### src/rtl/uart_pkg.sv
// Shared UART types and frame constants for the transmitter (uart_top) and receiver (uart_rx).
package uart_pkg;

    localparam int DATA_BITS = 8;
    localparam int BIT_IDX_W = $clog2(DATA_BITS);
    localparam int CNT_W     = 16;

    typedef enum logic [1:0] {TX_IDLE, TX_START, TX_DATA, TX_STOP} tx_state_t;
    typedef enum logic [1:0] {RX_IDLE, RX_START, RX_DATA, RX_STOP} rx_state_t;

endpackage

### src/rtl/uart_rx.sv
// 8N1 receiver: 2-flop synchronizer, half-bit start recheck, mid-bit sampling, framing error flag.
//  state    | meaning
//  RX_IDLE  | waiting for synchronized high-to-low edge
//  RX_START | half-bit wait, then confirm start bit still low
//  RX_DATA  | sampling 8 data bits, LSB first, one per bit time
//  RX_STOP  | sampling stop bit; high = good frame, low = framing error
module uart_rx
    import uart_pkg::*;
#(
    parameter int CLKS_PER_BIT = 16
) (
    input  logic                 clk,
    input  logic                 rst_n,
    input  logic                 i_rx,
    output logic [DATA_BITS-1:0] o_data,
    output logic                 o_valid,
    output logic                 o_error
);

    localparam logic [CNT_W-1:0]     BIT_LOAD  = CNT_W'(CLKS_PER_BIT - 1);
    localparam logic [CNT_W-1:0]     HALF_LOAD = CNT_W'(CLKS_PER_BIT / 2 - 1);
    localparam logic [BIT_IDX_W-1:0] LAST_BIT  = BIT_IDX_W'(DATA_BITS - 1);

    logic                 r_sync1, r_sync2, r_sync3;
    rx_state_t            r_state, w_state_nx;
    logic [CNT_W-1:0]     r_cnt, w_cnt_nx;
    logic [BIT_IDX_W-1:0] r_bit, w_bit_nx;
    logic [DATA_BITS-1:0] r_shift, w_shift_nx;
    logic [DATA_BITS-1:0] r_data, w_data_nx;
    logic                 r_valid, w_valid_nx;
    logic                 r_error, w_error_nx;
    logic                 w_cnt_zero;

    // r_sync3 only serves the falling-edge detect on the synchronized line
    always_ff @(posedge clk or negedge rst_n) begin
        if (!rst_n) begin
            r_sync1 <= 1'b1;
            r_sync2 <= 1'b1;
            r_sync3 <= 1'b1;
        end else begin
            r_sync1 <= i_rx;
            r_sync2 <= r_sync1;
            r_sync3 <= r_sync2;
        end
    end

    always_ff @(posedge clk or negedge rst_n) begin
        if (!rst_n) begin
            r_state <= RX_IDLE;
            r_cnt   <= '0;
            r_bit   <= '0;
            r_shift <= '0;
            r_data  <= '0;
            r_valid <= 1'b0;
            r_error <= 1'b0;
        end else begin
            r_state <= w_state_nx;
            r_cnt   <= w_cnt_nx;
            r_bit   <= w_bit_nx;
            r_shift <= w_shift_nx;
            r_data  <= w_data_nx;
            r_valid <= w_valid_nx;
            r_error <= w_error_nx;
        end
    end

    assign w_cnt_zero = (r_cnt == '0);

    always_comb begin
        w_state_nx = r_state;
        w_cnt_nx   = r_cnt;
        w_bit_nx   = r_bit;
        w_shift_nx = r_shift;
        w_data_nx  = r_data;
        w_valid_nx = 1'b0;
        w_error_nx = r_error;
        case (r_state)
            RX_IDLE: begin
                if (r_sync3 && !r_sync2) begin
                    w_state_nx = RX_START;
                    w_cnt_nx   = HALF_LOAD;
                end
            end
            RX_START: begin
                if (!w_cnt_zero) begin
                    w_cnt_nx = r_cnt - CNT_W'(1);
                end else if (r_sync2) begin
                    w_state_nx = RX_IDLE;
                end else begin
                    w_state_nx = RX_DATA;
                    w_cnt_nx   = BIT_LOAD;
                    w_bit_nx   = '0;
                end
            end
            RX_DATA: begin
                if (!w_cnt_zero) begin
                    w_cnt_nx = r_cnt - CNT_W'(1);
                end else begin
                    w_shift_nx = {r_sync2, r_shift[DATA_BITS-1:1]};
                    w_cnt_nx   = BIT_LOAD;
                    if (r_bit == LAST_BIT) begin
                        w_state_nx = RX_STOP;
                    end else begin
                        w_bit_nx = r_bit + BIT_IDX_W'(1);
                    end
                end
            end
            RX_STOP: begin
                if (!w_cnt_zero) begin
                    w_cnt_nx = r_cnt - CNT_W'(1);
                end else begin
                    // back to idle at the stop sample so a new start edge is caught right away
                    w_state_nx = RX_IDLE;
                    if (r_sync2) begin
                        w_data_nx  = r_shift;
                        w_valid_nx = 1'b1;
                        w_error_nx = 1'b0;
                    end else begin
                        w_error_nx = 1'b1;
                    end
                end
            end
            default: w_state_nx = RX_IDLE;
        endcase
    end

    assign o_data  = r_data;
    assign o_valid = r_valid;
    assign o_error = r_error;

endmodule

### src/rtl/uart_top.sv
// 8N1 UART: edge-triggered transmitter plus uart_rx receiver, running independently.
// Define UART_LOOPBACK_EN to feed the receiver from the internal TxD instead of the RxD pin.
//  state    | meaning
//  TX_IDLE  | line high, waiting for a new_in rising edge
//  TX_START | driving start bit (0)
//  TX_DATA  | driving 8 data bits, LSB first
//  TX_STOP  | driving stop bit (1); tx_busy drops after its last cycle
module uart_top
    import uart_pkg::*;
#(
    parameter int CLKS_PER_BIT = 16
) (
    input  logic                 clk,
    input  logic                 rst,
    input  logic [DATA_BITS-1:0] datain_ext,
    input  logic                 new_in,
    output logic                 TxD,
    input  logic                 RxD,
    output logic [DATA_BITS-1:0] dataout_ext,
    output logic                 new_out,
    output logic                 error,
    output logic                 tx_busy
);

    localparam logic [CNT_W-1:0]     BIT_LOAD = CNT_W'(CLKS_PER_BIT - 1);
    localparam logic [BIT_IDX_W-1:0] LAST_BIT = BIT_IDX_W'(DATA_BITS - 1);

    logic                 r_new_in;
    tx_state_t            r_tx_state, w_tx_state_nx;
    logic [CNT_W-1:0]     r_tx_cnt, w_tx_cnt_nx;
    logic [BIT_IDX_W-1:0] r_tx_bit, w_tx_bit_nx;
    logic [DATA_BITS-1:0] r_tx_shift, w_tx_shift_nx;
    logic                 r_txd, w_txd_nx;
    logic                 r_tx_busy, w_tx_busy_nx;
    logic                 w_new_in_rise;
    logic                 w_tx_cnt_zero;
    logic                 w_rx_in;

    assign w_new_in_rise = new_in && !r_new_in;
    assign w_tx_cnt_zero = (r_tx_cnt == '0);

    always_ff @(posedge clk or negedge rst) begin
        if (!rst) begin
            r_new_in   <= 1'b0;
            r_tx_state <= TX_IDLE;
            r_tx_cnt   <= '0;
            r_tx_bit   <= '0;
            r_tx_shift <= '0;
            r_txd      <= 1'b1;
            r_tx_busy  <= 1'b0;
        end else begin
            r_new_in   <= new_in;
            r_tx_state <= w_tx_state_nx;
            r_tx_cnt   <= w_tx_cnt_nx;
            r_tx_bit   <= w_tx_bit_nx;
            r_tx_shift <= w_tx_shift_nx;
            r_txd      <= w_txd_nx;
            r_tx_busy  <= w_tx_busy_nx;
        end
    end

    always_comb begin
        w_tx_state_nx = r_tx_state;
        w_tx_cnt_nx   = r_tx_cnt;
        w_tx_bit_nx   = r_tx_bit;
        w_tx_shift_nx = r_tx_shift;
        w_txd_nx      = r_txd;
        w_tx_busy_nx  = r_tx_busy;
        case (r_tx_state)
            TX_IDLE: begin
                if (w_new_in_rise) begin
                    w_tx_state_nx = TX_START;
                    w_tx_cnt_nx   = BIT_LOAD;
                    w_tx_shift_nx = datain_ext;
                    w_txd_nx      = 1'b0;
                    w_tx_busy_nx  = 1'b1;
                end
            end
            TX_START: begin
                if (!w_tx_cnt_zero) begin
                    w_tx_cnt_nx = r_tx_cnt - CNT_W'(1);
                end else begin
                    w_tx_state_nx = TX_DATA;
                    w_tx_cnt_nx   = BIT_LOAD;
                    w_tx_bit_nx   = '0;
                    w_txd_nx      = r_tx_shift[0];
                end
            end
            TX_DATA: begin
                if (!w_tx_cnt_zero) begin
                    w_tx_cnt_nx = r_tx_cnt - CNT_W'(1);
                end else begin
                    w_tx_cnt_nx = BIT_LOAD;
                    if (r_tx_bit == LAST_BIT) begin
                        w_tx_state_nx = TX_STOP;
                        w_txd_nx      = 1'b1;
                    end else begin
                        w_tx_bit_nx   = r_tx_bit + BIT_IDX_W'(1);
                        w_tx_shift_nx = {1'b0, r_tx_shift[DATA_BITS-1:1]};
                        w_txd_nx      = r_tx_shift[1];
                    end
                end
            end
            TX_STOP: begin
                if (!w_tx_cnt_zero) begin
                    w_tx_cnt_nx = r_tx_cnt - CNT_W'(1);
                end else begin
                    w_tx_state_nx = TX_IDLE;
                    w_tx_busy_nx  = 1'b0;
                end
            end
            default: begin
                w_tx_state_nx = TX_IDLE;
                w_txd_nx      = 1'b1;
                w_tx_busy_nx  = 1'b0;
            end
        endcase
    end

`ifdef UART_LOOPBACK_EN
    assign w_rx_in = r_txd;
`else
    assign w_rx_in = RxD;
`endif

    uart_rx #(.CLKS_PER_BIT(CLKS_PER_BIT)) u_rx (
        .clk     (clk),
        .rst_n   (rst),
        .i_rx    (w_rx_in),
        .o_data  (dataout_ext),
        .o_valid (new_out),
        .o_error (error)
    );

    assign TxD     = r_txd;
    assign tx_busy = r_tx_busy;

endmodule

### config.mk
export PLATFORM = sky130hd
export DESIGN_NAME = uart_top
export DESIGN_NICKNAME = d
export VERILOG_FILES = /design/src/rtl/uart_pkg.sv /design/src/rtl/uart_rx.sv /design/src/rtl/uart_top.sv
export SDC_FILE = /design/constraint.sdc
export NUM_CORES = 1
export LEC_CHECK = 0
export BUFFER_PORTS_ARGS = -buffer_cell sky130_fd_sc_hd__clkbuf_2
export CAP_MARGIN = 40
export CELL_PAD_IN_SITES_DETAIL_PLACEMENT = 0
export CELL_PAD_IN_SITES_GLOBAL_PLACEMENT = 1
export CORE_MARGIN = 5
export CORE_UTILIZATION = 25
export CTS_CLUSTER_DIAMETER = 80
export CTS_CLUSTER_SIZE = 25
export DETAILED_ROUTE_END_ITERATION = 12
export PLACE_DENSITY = 0.54
export REMOVE_ABC_BUFFERS = 1
export SLEW_MARGIN = 0
export SYNTH_ARGS = -nofsm -noshare
export SYNTH_HDL_FRONTEND = slang
export SYNTH_SLANG_ARGS = --single-unit
### constraint.sdc
create_clock -name clk -period 3.6 [get_ports clk]
set_input_delay 0.72 -clock clk [delete_from_list [all_inputs] [get_ports clk]]
set_output_delay 0.72 -clock clk [all_outputs]
set_load 0.03 [all_outputs]
==> summary by stage <==
Synth
The synthesized-area fraction occupied by ao, oa, aoi and oai cells is 0.165. Of the total synthesized cell area, the portion taken by AND, OR, NAND and NOR gates is 0.201. The total of warnings raised by yosys is 0. The cell count after synthesis is 378. Each instance of the synthesized netlist takes up on average 10.5 um2. The adder-cell share of the synthesized area is 0.0473. Measured against the total synthesized area, the mux share comes to 0.0587. The most common flop cell mapped by yosys is dfrtp_1. The count of flip-flops with a built-in enable after synthesis is 0. The parity-gate share of the synthesized area counting xor and xnor cells is 0.0354.

In the post-synthesis netlist, the biggest area contributors are dfrtp_1 44%, mux2_2 4.8%, ha_1 4.7%. The fraction of the yosys area taken by sequential cells is 0.468. After synthesis the netlist holds a flip-flop and latch count of 74. The cell type with the largest total area after synthesis is dfrtp_1. By count the netlist is led by 70 x dfrtp_1, 39 x nor2_1, 22 x nand2_1. Of the post-synthesis cell area, the dominant cell type holds 0.442.

The post-synthesis cell type count is 58. In the post-synthesis netlist, the cell with the most instances is dfrtp_1. The dominant combinational cell family by area after synthesis is simple AND/OR/NAND/NOR gates. The total standard cell area after synthesis is 3960 um2. The async set-or-reset flop fraction in the synthesized netlist is 1.00.

GRT
The first-pass GRT wire length is 15.4 mm. The total track usage is 0.104. The total overflow reported by the global router is 0. Entering global routing, the biggest net connects 45 pins. The via count of the first global-routing pass is 3001.

The number of antenna violations at the first check in global routing is 0.

Finish
The post-route standard cell area excluding fillers is 4670 um2. The area taken by multi-input logic gates is 2010 um2. The filler cell count in the final layout is 1609. The footprint of the flip-flops and latches is 1860 um2. Relative to the synthesized area, the layout overhead comes to 17.8%.

The finished layout holds 626 standard cells, fillers aside. The count of inserted antenna diode cells is 0. Of the cells placed in the final design, the portion with a size suffix greater than 1 is 0.217.

At the end of the flow, the number of nets in the layout was 432.

Timing
In the final timing run, aggregate negative setup slack is 0 ns. Setup violations remaining at the end of the flow were counted as 0. At the pin with the least slew margin, the transition time is 0.598 ns. For the final database, setup skew stands at 0.0100 ns. The tightest slew margin relative to the limit is 0.596. The final critical path time including I/O delays and setup is 2.55 ns. Setup repair after global routing left no endpoint under its margin. Dividing the final minimum period by the clock period gives 0.709.

The max-slew violation count is 0. The number of hold-slack violations in the final timing report is 0. The maximum clock rate is 392 MHz.

Die
After floorplanning, the core was sized to cover 15700 um2. The floorplan step defined a die boundary enclosing 18500 um2. The initial utilization of the core area, before any placement, comes to 0.252.

24 I/O pins were placed. The floorplan step set the die height to 136 um. From left edge to right edge, the die measures 136 um. The number of core rows is 46.

Route
After the first detailed-routing iteration, the DRC count stood at 148. The first detailed-routing pass took 4 iterations. The DRC violations left is 0. The routed via count divided by cell count is 4.69. The routed layout has 2939 vias. The total wire length is 8.95 mm.

The post-detailed-route wirelength per cell is 14.3 um. The number of routed nets with antenna violations is 0.

Clock network
The number of resized instances in the post-cts repair step is 0. The root buffer cell chosen for the clock tree is clkbuf_16. The number of buffers created by CTS is 9. The tree built by TritonCTS fans out to 74 sinks. For the worst-skew pair, the clock arrives at the later sink with an insertion delay of 0.34 ns. No sink is reached through more buffers than the 2 on the longest clock path. The H-tree depth is 3. The number of hold buffers added after CTS was 0. The register clock-pin slew on the reported worst setup and hold paths is 0.06 ns. The number of setup buffers added after CTS is 0. The TritonCTS clock tree is built.

Worst setup path
STA puts the critical path data required time at 3.80 ns. For flop-to-flop paths, the worst setup slack is 1.05 ns. The startpoint identified for the worst register-to-register timing path is u_rx.r_cnt[0]. Along the worst path, the maximum fanout reaches 9. The critical path capture point type is a flop. The critical path starts at u_rx.r_cnt[0]. STA classifies the critical path startpoint as a flop. The worst setup path is of the flop to flop kind. The arrival time of the worst setup path is 2.75 ns.

Placed design
The number of I/O port buffers is 23. The total placed instance area is 4360 um2. At the end of routability-driven placement, the weighted congestion stood at 0.793. The HPWL after detailed placement is 6.31 mm. The cell count after placement is 610.

Power
In this run the power density over the cells is 932 nW/um2. In this run the static leakage power is 2.10 nW. The peak ir drop on the vdd network is 0.000400 V.

Hold path
The min-delay analysis places its worst path in the category input port to async pin.

Run status
The run finished with clean final reports.

Flow run
Across the run, the number of max-cap violations was 0.
==> where the power goes <==
group	switching, mW	internal [mW]
sequential	0.276	1.09
combinational	1.21	0.832
clock	0.394	0.550
total	1.88	2.47
==> final cells by class <==
class | count | area share
multi-input cells | 280 | 0.431
flip-flops and latches | 74 | 0.398
repair buffers | 28 | 0.0375
clock buffers | 9 | 0.0482
inverters | 12 | 0.00964
well taps | 216 | 0.0579
clock inverters | 7 | 0.0179
==> layer usage <==
metal,track usage,vias to the layer above,part of all wire
met2,0.162,40,0.46
met1,0.141,1432,0.49
li1,-,1456,-
met5,0,-,0
met4,0.0269,0,0.011
met3,0.0307,11,0.033
==> metrics by stage <==
stage | hold slack, ns | util | setup slack, ns | power, mW
CTS | 0.338 | 0.297 | 0.969 | 4.41
global placement | 0.354 | 0.276 | 0.981 | 3.42
detailed placement | 0.355 | 0.278 | 1.01 | 3.43
floorplan | 0.345 | - | 1.34 | 2.90
finish | 0.328 | 0.297 | 1.05 | 4.35
global route | 0.356 | 0.297 | 0.796 | 4.71
==> worst paths after layout <==
| check | to | cells past startpoint |
|---|---|---|
| min reg2reg | u_rx.r_sync2 | 0 |
| min in group clk | u_rx.r_sync2 | 0 |
| max | u_rx.r_cnt[14] | 8 |
| max reg2reg | u_rx.r_cnt[14] | 8 |
| min | u_rx.r_cnt[6] | 1 |
| max in group asynchronous | u_rx.r_sync1 | 2 |
==> placed cells by master (no fill, tap or decap), types with 9 or more instances in the layout <==
cell type / netlist / layout
inv_1: 12 / 12
clkbuf_16: 0 / 9
xor2_1: 13 / 13
nor3_1: 12 / 12
nand2_1: 22 / 22
nand2b_1: 11 / 11
o211ai_1: 9 / 9
nand4_1: 9 / 9
mux2_2: 17 / 17
ha_1: 15 / 15
nor2_1: 39 / 39
a21oi_1: 16 / 16
o21ai_0: 15 / 15
dfrtp_1: 70 / 70
a22o_1: 11 / 11
clkbuf_2: 0 / 22
==> cells by family (layout without fill, tap and decap cells) <==
logic type                 count (synthesis)  count (layout)
xor gates and xnor gates                  16              16
buffers and inverters                     24              56
DFF                                       74              74
adders and majority gates                 15              15
muxes                                     21              21
AOI/OAI and AO/OA                         90              90
and+or+nand+nor                          138             138
==> worst max-delay path, cell delays in order, from the launching register on <==
cell     delay [ns]
dfrtp_1        0.41
inv_1          0.09
ha_1           0.15
nor4b_2        0.32
nand4_1        0.41
buf_4          0.31
a21o_1         0.20
nor2_1         0.41
nor2_1         0.11
==> state kept, by name (all words and copies together), names as in the netlist, 2 cells and up, named ones only <==
signal	cells
u_rx.o_data	8
u_rx.r_bit	3
r_tx_cnt	16
u_rx.r_cnt	16
u_rx.r_shift	8
r_tx_state	2
r_tx_bit	3
r_tx_shift	8
No activity file was read; power rests on OpenSTA's default activity.
